$ cat src/rtl/rv32m_mul_issue_ctrl.sv
// RV32M multiply issue/sequencing controller: accepts MUL/MULH/MULHSU/MULHU,
// feeds operand magnitudes to an unsigned multiplier, sign-fixes the product
// and returns the selected half. A one-entry product cache serves fused
// MULH[S][U] -> MUL pairs without re-running the datapath.
//
// Ports:
//   clk_i, rst_n_i          clock (rising edge), async active-low reset
//   req_valid_i/req_ready_o request handshake
//   req_funct3_i            000 MUL, 001 MULH, 010 MULHSU, 011 MULHU, 1xx illegal
//   req_rs1_i, req_rs2_i    operands A and B
//   req_tag_i               destination tag, returned on rsp_tag_o
//   rsp_valid_o/rsp_ready_i response handshake
//   rsp_data_o, rsp_tag_o   result and its tag
//   rsp_err_o               illegal funct3 or datapath timeout (data forced 0)
//   dp_clear_o              one-cycle datapath control reset pulse
//   dp_mult_en_o            multiplier enable, high while running
//   dp_op_a_o, dp_op_b_o    registered operand magnitudes
//   dp_done_i, dp_product_i datapath completion and unsigned 64-bit product

module rv32m_mul_issue_ctrl #(
    parameter int TAG_W       = 5,
    parameter int TIMEOUT_CYC = 16,
    parameter int FUSE_EN     = 1
) (
    input  logic             clk_i,
    input  logic             rst_n_i,
    input  logic             req_valid_i,
    output logic             req_ready_o,
    input  logic [2:0]       req_funct3_i,
    input  logic [31:0]      req_rs1_i,
    input  logic [31:0]      req_rs2_i,
    input  logic [TAG_W-1:0] req_tag_i,
    output logic             rsp_valid_o,
    input  logic             rsp_ready_i,
    output logic [31:0]      rsp_data_o,
    output logic [TAG_W-1:0] rsp_tag_o,
    output logic             rsp_err_o,
    output logic             dp_clear_o,
    output logic             dp_mult_en_o,
    output logic [31:0]      dp_op_a_o,
    output logic [31:0]      dp_op_b_o,
    input  logic             dp_done_i,
    input  logic [63:0]      dp_product_i
);

    localparam int CNT_W = $clog2(TIMEOUT_CYC + 1);
    localparam logic [CNT_W-1:0] CNT_LAST = CNT_W'(TIMEOUT_CYC - 1);

    localparam logic [2:0] F3_MUL    = 3'b000;
    localparam logic [2:0] F3_MULH   = 3'b001;
    localparam logic [2:0] F3_MULHSU = 3'b010;

    typedef enum logic [2:0] {
        S_IDLE,
        S_CLEAR,
        S_RUN,
        S_FIX,
        S_RESP
    } state_e;

    state_e           state_q, state_d;
    logic [CNT_W-1:0] cnt_q, cnt_d;
    logic             ready_q;

    // Latched request
    logic [2:0]       f3_q;
    logic [31:0]      rs1_q;
    logic [31:0]      rs2_q;
    logic [TAG_W-1:0] tag_q;
    logic             neg_q;
    logic             hit_q;

    // Datapath side
    logic [31:0]      opa_q;
    logic [31:0]      opb_q;
    logic [63:0]      prod_q;

    // Product cache
    logic             c_vld_q;
    logic [31:0]      c_rs1_q;
    logic [31:0]      c_rs2_q;
    logic [2:0]       c_f3_q;
    logic [63:0]      c_prod_q;

    // Response registers
    logic [31:0]      rsp_data_q;
    logic [TAG_W-1:0] rsp_tag_q;
    logic             rsp_err_q;

    // FSM strobes
    logic acc;
    logic hit;
    logic ld_ill;
    logic ld_hit;
    logic ld_miss;
    logic cap;
    logic fix;
    logic tmo;

    // Operand decode
    logic        sgn_a;
    logic        sgn_b;
    logic [31:0] mag_a;
    logic [31:0] mag_b;
    logic [63:0] fix_prod;

    assign acc = req_valid_i & ready_q;

    always_comb begin
        sgn_a = ((req_funct3_i == F3_MULH) || (req_funct3_i == F3_MULHSU))
                && req_rs1_i[31];
        sgn_b = (req_funct3_i == F3_MULH) && req_rs2_i[31];
        // Negating 0x80000000 yields 0x80000000, which is the correct
        // unsigned magnitude, so no overflow handling is needed.
        mag_a = sgn_a ? (~req_rs1_i + 32'd1) : req_rs1_i;
        mag_b = sgn_b ? (~req_rs2_i + 32'd1) : req_rs2_i;
    end

    // A MUL may hit an entry of any signedness: the low 32 bits of the
    // product do not depend on operand signedness.
    assign hit = (FUSE_EN != 0) && c_vld_q
                 && (req_rs1_i == c_rs1_q)
                 && (req_rs2_i == c_rs2_q)
                 && ((req_funct3_i == F3_MUL) || (req_funct3_i == c_f3_q));

    always_comb begin
        state_d = state_q;
        cnt_d   = '0;
        ld_ill  = 1'b0;
        ld_hit  = 1'b0;
        ld_miss = 1'b0;
        cap     = 1'b0;
        fix     = 1'b0;
        tmo     = 1'b0;
        unique case (state_q)
            S_IDLE: begin
                if (acc) begin
                    if (req_funct3_i[2]) begin
                        state_d = S_RESP;
                        ld_ill  = 1'b1;
                    end else if (hit) begin
                        state_d = S_FIX;
                        ld_hit  = 1'b1;
                    end else begin
                        state_d = S_CLEAR;
                        ld_miss = 1'b1;
                    end
                end
            end
            S_CLEAR: begin
                state_d = S_RUN;
            end
            S_RUN: begin
                cnt_d = cnt_q + 1'b1;
                if (dp_done_i) begin
                    state_d = S_FIX;
                    cap     = 1'b1;
                end else if (cnt_q == CNT_LAST) begin
                    state_d = S_RESP;
                    tmo     = 1'b1;
                end
            end
            S_FIX: begin
                state_d = S_RESP;
                fix     = 1'b1;
            end
            S_RESP: begin
                if (rsp_ready_i) begin
                    state_d = S_IDLE;
                end
            end
            default: begin
                state_d = S_IDLE;
            end
        endcase
    end

    always_ff @(posedge clk_i or negedge rst_n_i) begin
        if (!rst_n_i) begin
            state_q <= S_IDLE;
            cnt_q   <= '0;
            ready_q <= 1'b0;
        end else begin
            state_q <= state_d;
            cnt_q   <= cnt_d;
            ready_q <= (state_d == S_IDLE);
        end
    end

    always_ff @(posedge clk_i or negedge rst_n_i) begin
        if (!rst_n_i) begin
            f3_q  <= '0;
            rs1_q <= '0;
            rs2_q <= '0;
            tag_q <= '0;
            neg_q <= 1'b0;
            hit_q <= 1'b0;
        end else if (acc) begin
            f3_q  <= req_funct3_i;
            rs1_q <= req_rs1_i;
            rs2_q <= req_rs2_i;
            tag_q <= req_tag_i;
            neg_q <= sgn_a ^ sgn_b;
            hit_q <= ld_hit;
        end
    end

    always_ff @(posedge clk_i or negedge rst_n_i) begin
        if (!rst_n_i) begin
            opa_q  <= '0;
            opb_q  <= '0;
            prod_q <= '0;
        end else begin
            if (ld_miss) begin
                opa_q <= mag_a;
                opb_q <= mag_b;
            end
            if (cap) begin
                prod_q <= dp_product_i;
            end
        end
    end

    // Signed result from the magnitude product, or the cached signed product
    // on a hit.
    always_comb begin
        if (hit_q) begin
            fix_prod = c_prod_q;
        end else if (neg_q) begin
            fix_prod = ~prod_q + 64'd1;
        end else begin
            fix_prod = prod_q;
        end
    end

    always_ff @(posedge clk_i or negedge rst_n_i) begin
        if (!rst_n_i) begin
            c_vld_q  <= 1'b0;
            c_rs1_q  <= '0;
            c_rs2_q  <= '0;
            c_f3_q   <= '0;
            c_prod_q <= '0;
        end else if (tmo) begin
            c_vld_q <= 1'b0;
        end else if (fix && !hit_q) begin
            c_vld_q  <= (FUSE_EN != 0);
            c_rs1_q  <= rs1_q;
            c_rs2_q  <= rs2_q;
            c_f3_q   <= f3_q;
            c_prod_q <= fix_prod;
        end
    end

    always_ff @(posedge clk_i or negedge rst_n_i) begin
        if (!rst_n_i) begin
            rsp_data_q <= '0;
            rsp_tag_q  <= '0;
            rsp_err_q  <= 1'b0;
        end else if (ld_ill) begin
            rsp_data_q <= '0;
            rsp_tag_q  <= req_tag_i;
            rsp_err_q  <= 1'b1;
        end else if (tmo) begin
            rsp_data_q <= '0;
            rsp_tag_q  <= tag_q;
            rsp_err_q  <= 1'b1;
        end else if (fix) begin
            rsp_data_q <= (f3_q == F3_MUL) ? fix_prod[31:0]
                                           : fix_prod[63:32];
            rsp_tag_q  <= tag_q;
            rsp_err_q  <= 1'b0;
        end
    end

    assign req_ready_o  = ready_q;
    assign rsp_valid_o  = (state_q == S_RESP);
    assign rsp_data_o   = rsp_data_q;
    assign rsp_tag_o    = rsp_tag_q;
    assign rsp_err_o    = rsp_err_q;
    assign dp_clear_o   = (state_q == S_CLEAR);
    assign dp_mult_en_o = (state_q == S_RUN);
    assign dp_op_a_o    = opa_q;
    assign dp_op_b_o    = opb_q;

endmodule
$ cat config.mk
export PLATFORM = sky130hd
export DESIGN_NAME = rv32m_mul_issue_ctrl
export DESIGN_NICKNAME = d
export VERILOG_FILES = /design/src/rtl/rv32m_mul_issue_ctrl.sv
export SDC_FILE = /design/constraint.sdc
export NUM_CORES = 1
export LEC_CHECK = 0
export CORE_ASPECT_RATIO = 1.75
export CORE_MARGIN = 2
export CORE_UTILIZATION = 62
export CTS_BUF_LIST = sky130_fd_sc_hd__clkbuf_8
export DETAILED_ROUTE_END_ITERATION = 7
export PLACE_DENSITY = 0.93
export SYNTH_ARGS = -nofsm -noshare
export SYNTH_HDL_FRONTEND = slang
export SYNTH_SLANG_ARGS = --single-unit
export TNS_END_PERCENT = 5
$ cat constraint.sdc
create_clock -name clk_i -period 6.8 [get_ports clk_i]
set_input_delay 1.36 -clock clk_i [delete_from_list [all_inputs] [get_ports clk_i]]
set_output_delay 1.36 -clock clk_i [all_outputs]
set_load 0.02 [all_outputs]
======== Yosys cells after proc, flatten, opt, wreduce, memory -nomap -nowiden ========
Index checks and enable logic that the tools add are counted.
W data, S select, Z words.
operators by class
  add/sub/neg operators ................... 4
  equality and inequality tests ........... 10
  muxes and demuxes ....................... 40
  bitwise gates (word level) .............. 6
  reductions and logical operators ........ 16
operators with widths
  cell                     count
  $mux W32                 6
  $mux W64                 2
  $add A32 B1 Y32 const B  2
  $add A64 B1 Y64 const B  1
  $eq A32 B32 Y1           2
  $not A32 Y32             2
  $not A64 Y64             1
  $mux W1                  21
  $mux W5                  4
  $mux W3                  5
  $pmux W3 S5              1
  $logic_not A3 Y1         4
  $eq A3 B2 Y1 const B     3
  $eq A3 B1 Y1 const B     2
  $logic_and A1 B1 Y1      6
  $add A5 B1 Y5 const B    1
  $eq A5 B4 Y1 const B     1
  $eq A3 B3 Y1             1
  $eq A3 B3 Y1 const B     1
  $reduce_bool A3 Y1       1
  $logic_or A1 B1 Y1       2
  $mux W2                  1
  $reduce_and A2 Y1        1
  $reduce_bool A2 Y1       1
  other kinds (4)          4
storage, ports and cells
  bits in registers ....................... 381
  input bits .............................. 141
  logic and storage cells ................. 96

======== Longest topological paths before layout ========
  depth after elaboration ................. 9
  gate-level depth with buffers ........... 11
  depth with buffers taken out ............ 10

======== Worst setup path after synthesis ========
OpenSTA, ideal clock, no wires.
  path kind ............................... input port to flip-flop
  start ................................... input port req_rs2_i[6]
  end ..................................... register opb_q[28], in the netlist dp_op_b_o[28]
  setup time .............................. 129 ps
  arrival ................................. 3719 ps
  slack ................................... 2952 ps
  stages on the path ...................... 8
  buffers on the path ..................... 2
  path through ............................ buf_2 > or4_1 > or4_1 > or4_1 > clkbuf_1 > o41ai_1 > xor2_1 > o21ai_1
between the ends
  word-level cells in the longest chain between the ends .. 7
  elaborated cells on any way between the ends .. 10
RTL lines
  what                                                                     line  text
  from (decl)                                                              31    input logic [31:0] req_rs2_i,
  parallel branches: the longest is 7 deep, another holds $add A32 B1 Y32  n/a
  to (signal assigned)                                                     216   opb_q <= mag_b;
  to (decl)                                                                75    logic [31:0] opb_q;
Several ways; the timed one is not identified.
A chain may end at the register's enable or synchronous reset.

======== Final worst setup path ========
  start ................................... input port req_rs2_i[10]
  end ..................................... register opa_q[24], in the netlist dp_op_a_o[24]
between the ends
  word-level cells in the longest chain between the ends .. 7
RTL lines
  what                  line  text
  $eq A32 B32 Y1        123   && (req_rs2_i == c_rs2_q)
  $logic_and A1 B1 Y1   123
  $logic_and A1 B1 Y1   124   && ((req_funct3_i == F3_MUL) || (req_funct3_i == c_f3_q));
  $mux W1               141   end else if (hit) begin
  $mux W1               138   if (req_funct3_i[2]) begin
  $mux W1               137   if (acc) begin
  $mux W1               135   unique case (state_q)
  to (signal assigned)  215   opa_q <= mag_a;
  to (decl)             74    logic [31:0] opa_q;
No other way between the ends.

==> out/results.ini <==
[run_status]
status = finished, final reports clean

[drt]
wire_per_inst_microns = 24.5
drc = 0
drt-total-wl_microns = 63800
first_pass_iters = 6
avgViaCountPerCell = 6.47
dr.first_iter.drc_count = 1467
antenna_left = 0
vias = 16867

[clocking]
path_clk_slew_ns = 0.07
clk_latency_ns = 0.65
ctsResizeCount = 0
post_cts_buffers = 0
cts_tree = done
hold_buffers = 0
clockBufferDepth = 3
cts_buffers = 54
cts_num_sinks = 381
root_buffer = clkbuf_8
cts_max_level = 2

[critical_path]
critPathRequiredTime_ns = 7.22
crit_chain = clkdlybuf4s50_1, xnor2_1, nand4_1, nor4_1, nand4_1, o31ai_4, buf_4, o21ai_0
path_class = in -> reg
endpoint_kind = register
setup.worst_path.start_class = primary input
startpoint = req_rs2_i[10]
regToRegStartpoint = prod_q[12]
slowest_delay_ns = 0.87
slowest_stage = buf_4
cp_common_cell = nand4_1
crit_fanout = 128
arrival_ns = 4.81

[synthesis]
synth_enable_flop_cells = 0
ys_top_cells_by_count = nand2_1, dfrtp_1, o21ai_0, mux2_2, clkbuf_1
synth_flop_cell = dfrtp_1
synth.area.top_cells = dfrtp_1, nand2_1, mux2_2
synth_top_area_cell = dfrtp_1
yosysWarnings = 0
ys_ff_latch = 381
synth_cells = 1986
syn_area_sq_um = 19200
avgSynthCellArea_sq_um = 9.67
synth.most_common_cell = nand2_1
synth_top_area_share_pct = 49.6
seq_area_frac_synth_pct = 49.6
syn-num-nets = 2132
synth_cell_types = 74
synth-async-reset-ratio_pct = 100

[pwr]
swShare_pct = 41.1
ir_worst_vdd_v = 0.000314
p_int_w = 0.00630
switching_power_w = 0.00440
leakagePower_nw = 9.94
clockPowerShare_pct = 20.1
pwr-share-seq_pct = 40.5
combPwrFrac_pct = 39.4
powerDensity_nw_per_um2 = 462

[final_layout]
fin_area_sq_um = 23200
drive_above_1_share_pct = 12.1
antenna_cells = 0
areaGrowthSynthToFinish_pct = 20.6
fin_nets = 2319

[sta]
max_slew_margin_pct = 22.2
whs_ns = 0.467
rsz0062_at_grt = false
period_minus_slack_ns = 4.39
finalCritPeriodShare_pct = 64.6
slew_violations = 0
hold_violations = 0
max_freq_mhz = 228
finClkSkew_ns = 0.0408
setup_tns_ns = 0
worstMarginPinSlew_ns = 1.17
setup_violations = 0

[global_route]
grt_usage_pct = 39.9
grt_max_degree = 179
antenna_found_initial = 0
grt_pass1_wl_microns = 98100
overflow = 0
grt_pass1_vias = 17625

[floorplanning]
start_util_pct = 62.7
coreArea_sq_um = 30600
die_height_microns = 237
io_pins = 247
die_area_sq_um = 32500
row_count = 85
die_x_microns = 137

[place]
placed_cell_area_sq_um = 21900
gp_congestion = 0.988
dpl.hpwl_microns = 43900
io_buffers = 246

[worst_hold_path]
worstHoldPathType = reg -> reg
min_from = rs2_q[18]

[flow_run]
maxCapViolations = 0

## placed cells by master (no fill, tap or decap), types with 12 or more instances in the layout
| master | synthesis | final |
|---|---|---|
| a21oi_1 | 34 | 34 |
| a31oi_1 | 15 | 15 |
| a32o_1 | 12 | 12 |
| buf_4 | 0 | 19 |
| clkbuf_8 | 0 | 72 |
| clkdlybuf4s50_1 | 0 | 245 |
| dfrtp_1 | 381 | 379 |
| inv_1 | 25 | 38 |
| mux2_2 | 126 | 126 |
| mux2i_1 | 20 | 20 |
| nand2_1 | 435 | 433 |
| nand2b_1 | 34 | 34 |
| nand3_1 | 26 | 26 |
| nand4_1 | 28 | 28 |
| nor2_1 | 59 | 58 |
| nor3_1 | 24 | 23 |
| nor4_1 | 27 | 25 |
| o21ai_0 | 204 | 204 |
| o31ai_1 | 36 | 35 |
| o41ai_1 | 19 | 19 |
| or3_1 | 16 | 16 |
| or4_1 | 23 | 23 |
| xnor2_1 | 64 | 64 |
| xor2_1 | 96 | 96 |
## per-layer routing
| layer | part of all wire [%] | wire length, microns | vias to the layer above | track usage (%) |
|---|---|---|---|---|
| met2 | 50 | 32000 | 941 | 67.1 |
| met4 | 11 | 7140 | 0 | 35.8 |
| met3 | 6.9 | 4410 | 346 | 7.45 |
| met1 | 32 | 20300 | 8235 | 41.3 |
| met5 | 0 | 0 | - | 0 |
| li1 | - | - | 7345 | - |
## final timing paths
kind / to / slack [ns] / depth (start not counted)
min reg2reg: c_rs2_q[18] / 0.47 / 2
min: c_rs2_q[18] / 0.47 / 2
max in group asynchronous: c_rs2_q[8] / 4.47 / 2
max reg2reg: rsp_data_o[9] / 2.83 / 7
max: dp_op_a_o[24] / 2.41 / 8
min in group asynchronous: prod_q[63] / 0.74 / 1
## critical path, delay by kind of cell
family	cells	cell delay, ns
xor+xnor	1	0.51
compound gates	2	0.69
simple gates	3	0.74
buf+inv	2	1.42
## registers in the layout, summed over array words and instances (netlist names), 5 cells and up
signal,flops
c_rs1_q,32
tag_q,5
c_rs2_q,32
dp_op_a_o,32
cnt_q,5
c_prod_q,64
rsp_tag_o,5
prod_q,64
dp_op_b_o,32
rs2_q,32
rs1_q,32
rsp_data_o,32
## cells by family (layout without fill, tap and decap cells)
logic type / after synthesis / count (layout) / share of synthesized area (%)
flip-flops: 381 / 381 / 49.6
adder cells (fa/ha/maj): 5 / 5 / 0.326
AND/OR/NAND/NOR: 719 / 719 / 17.1
multiplexers: 146 / 146 / 8.43
XOR/XNOR: 160 / 160 / 7.30
AO/OA/AOI/OAI: 413 / 413 / 13.9
buffers and inverters: 162 / 393 / 3.26
## final cells by class
type / instances / area, sq um
fill: 2034 / 7470
tap: 391 / 489
clock inverter: 28 / 313
clock buffer: 72 / 991
sequential: 381 / 9540
inverter: 27 / 101
multi-input combinational: 1443 / 9100
timing repair buffer: 266 / 2630
## power by group through the flow
stage / clock, W / combinational, W / sequential, W
after floorplan: 0 / 0.00236 / 0.00419
after global placement: 0 / 0.00391 / 0.00424
after detailed placement: 0 / 0.00409 / 0.00430
after CTS: 0.00216 / 0.00414 / 0.00429
after global routing: 0.00226 / 0.00453 / 0.00442
final: 0.00215 / 0.00422 / 0.00433
## metrics by stage
step           utilization (%)  instances  setup WS [ns]  power (W)
5_1_grt                   75.6       2608           2.34     0.0112
2_1_floorplan                -       1986           2.95    0.00656
6_report                  75.6       2608           2.41     0.0107
3_3_place_gp              71.3       2508           2.17    0.00816
3_5_place_dp              71.3       2508           2.06    0.00839
4_1_cts                   75.6       2608           2.53     0.0106
Power figures use the tool's default switching activity.
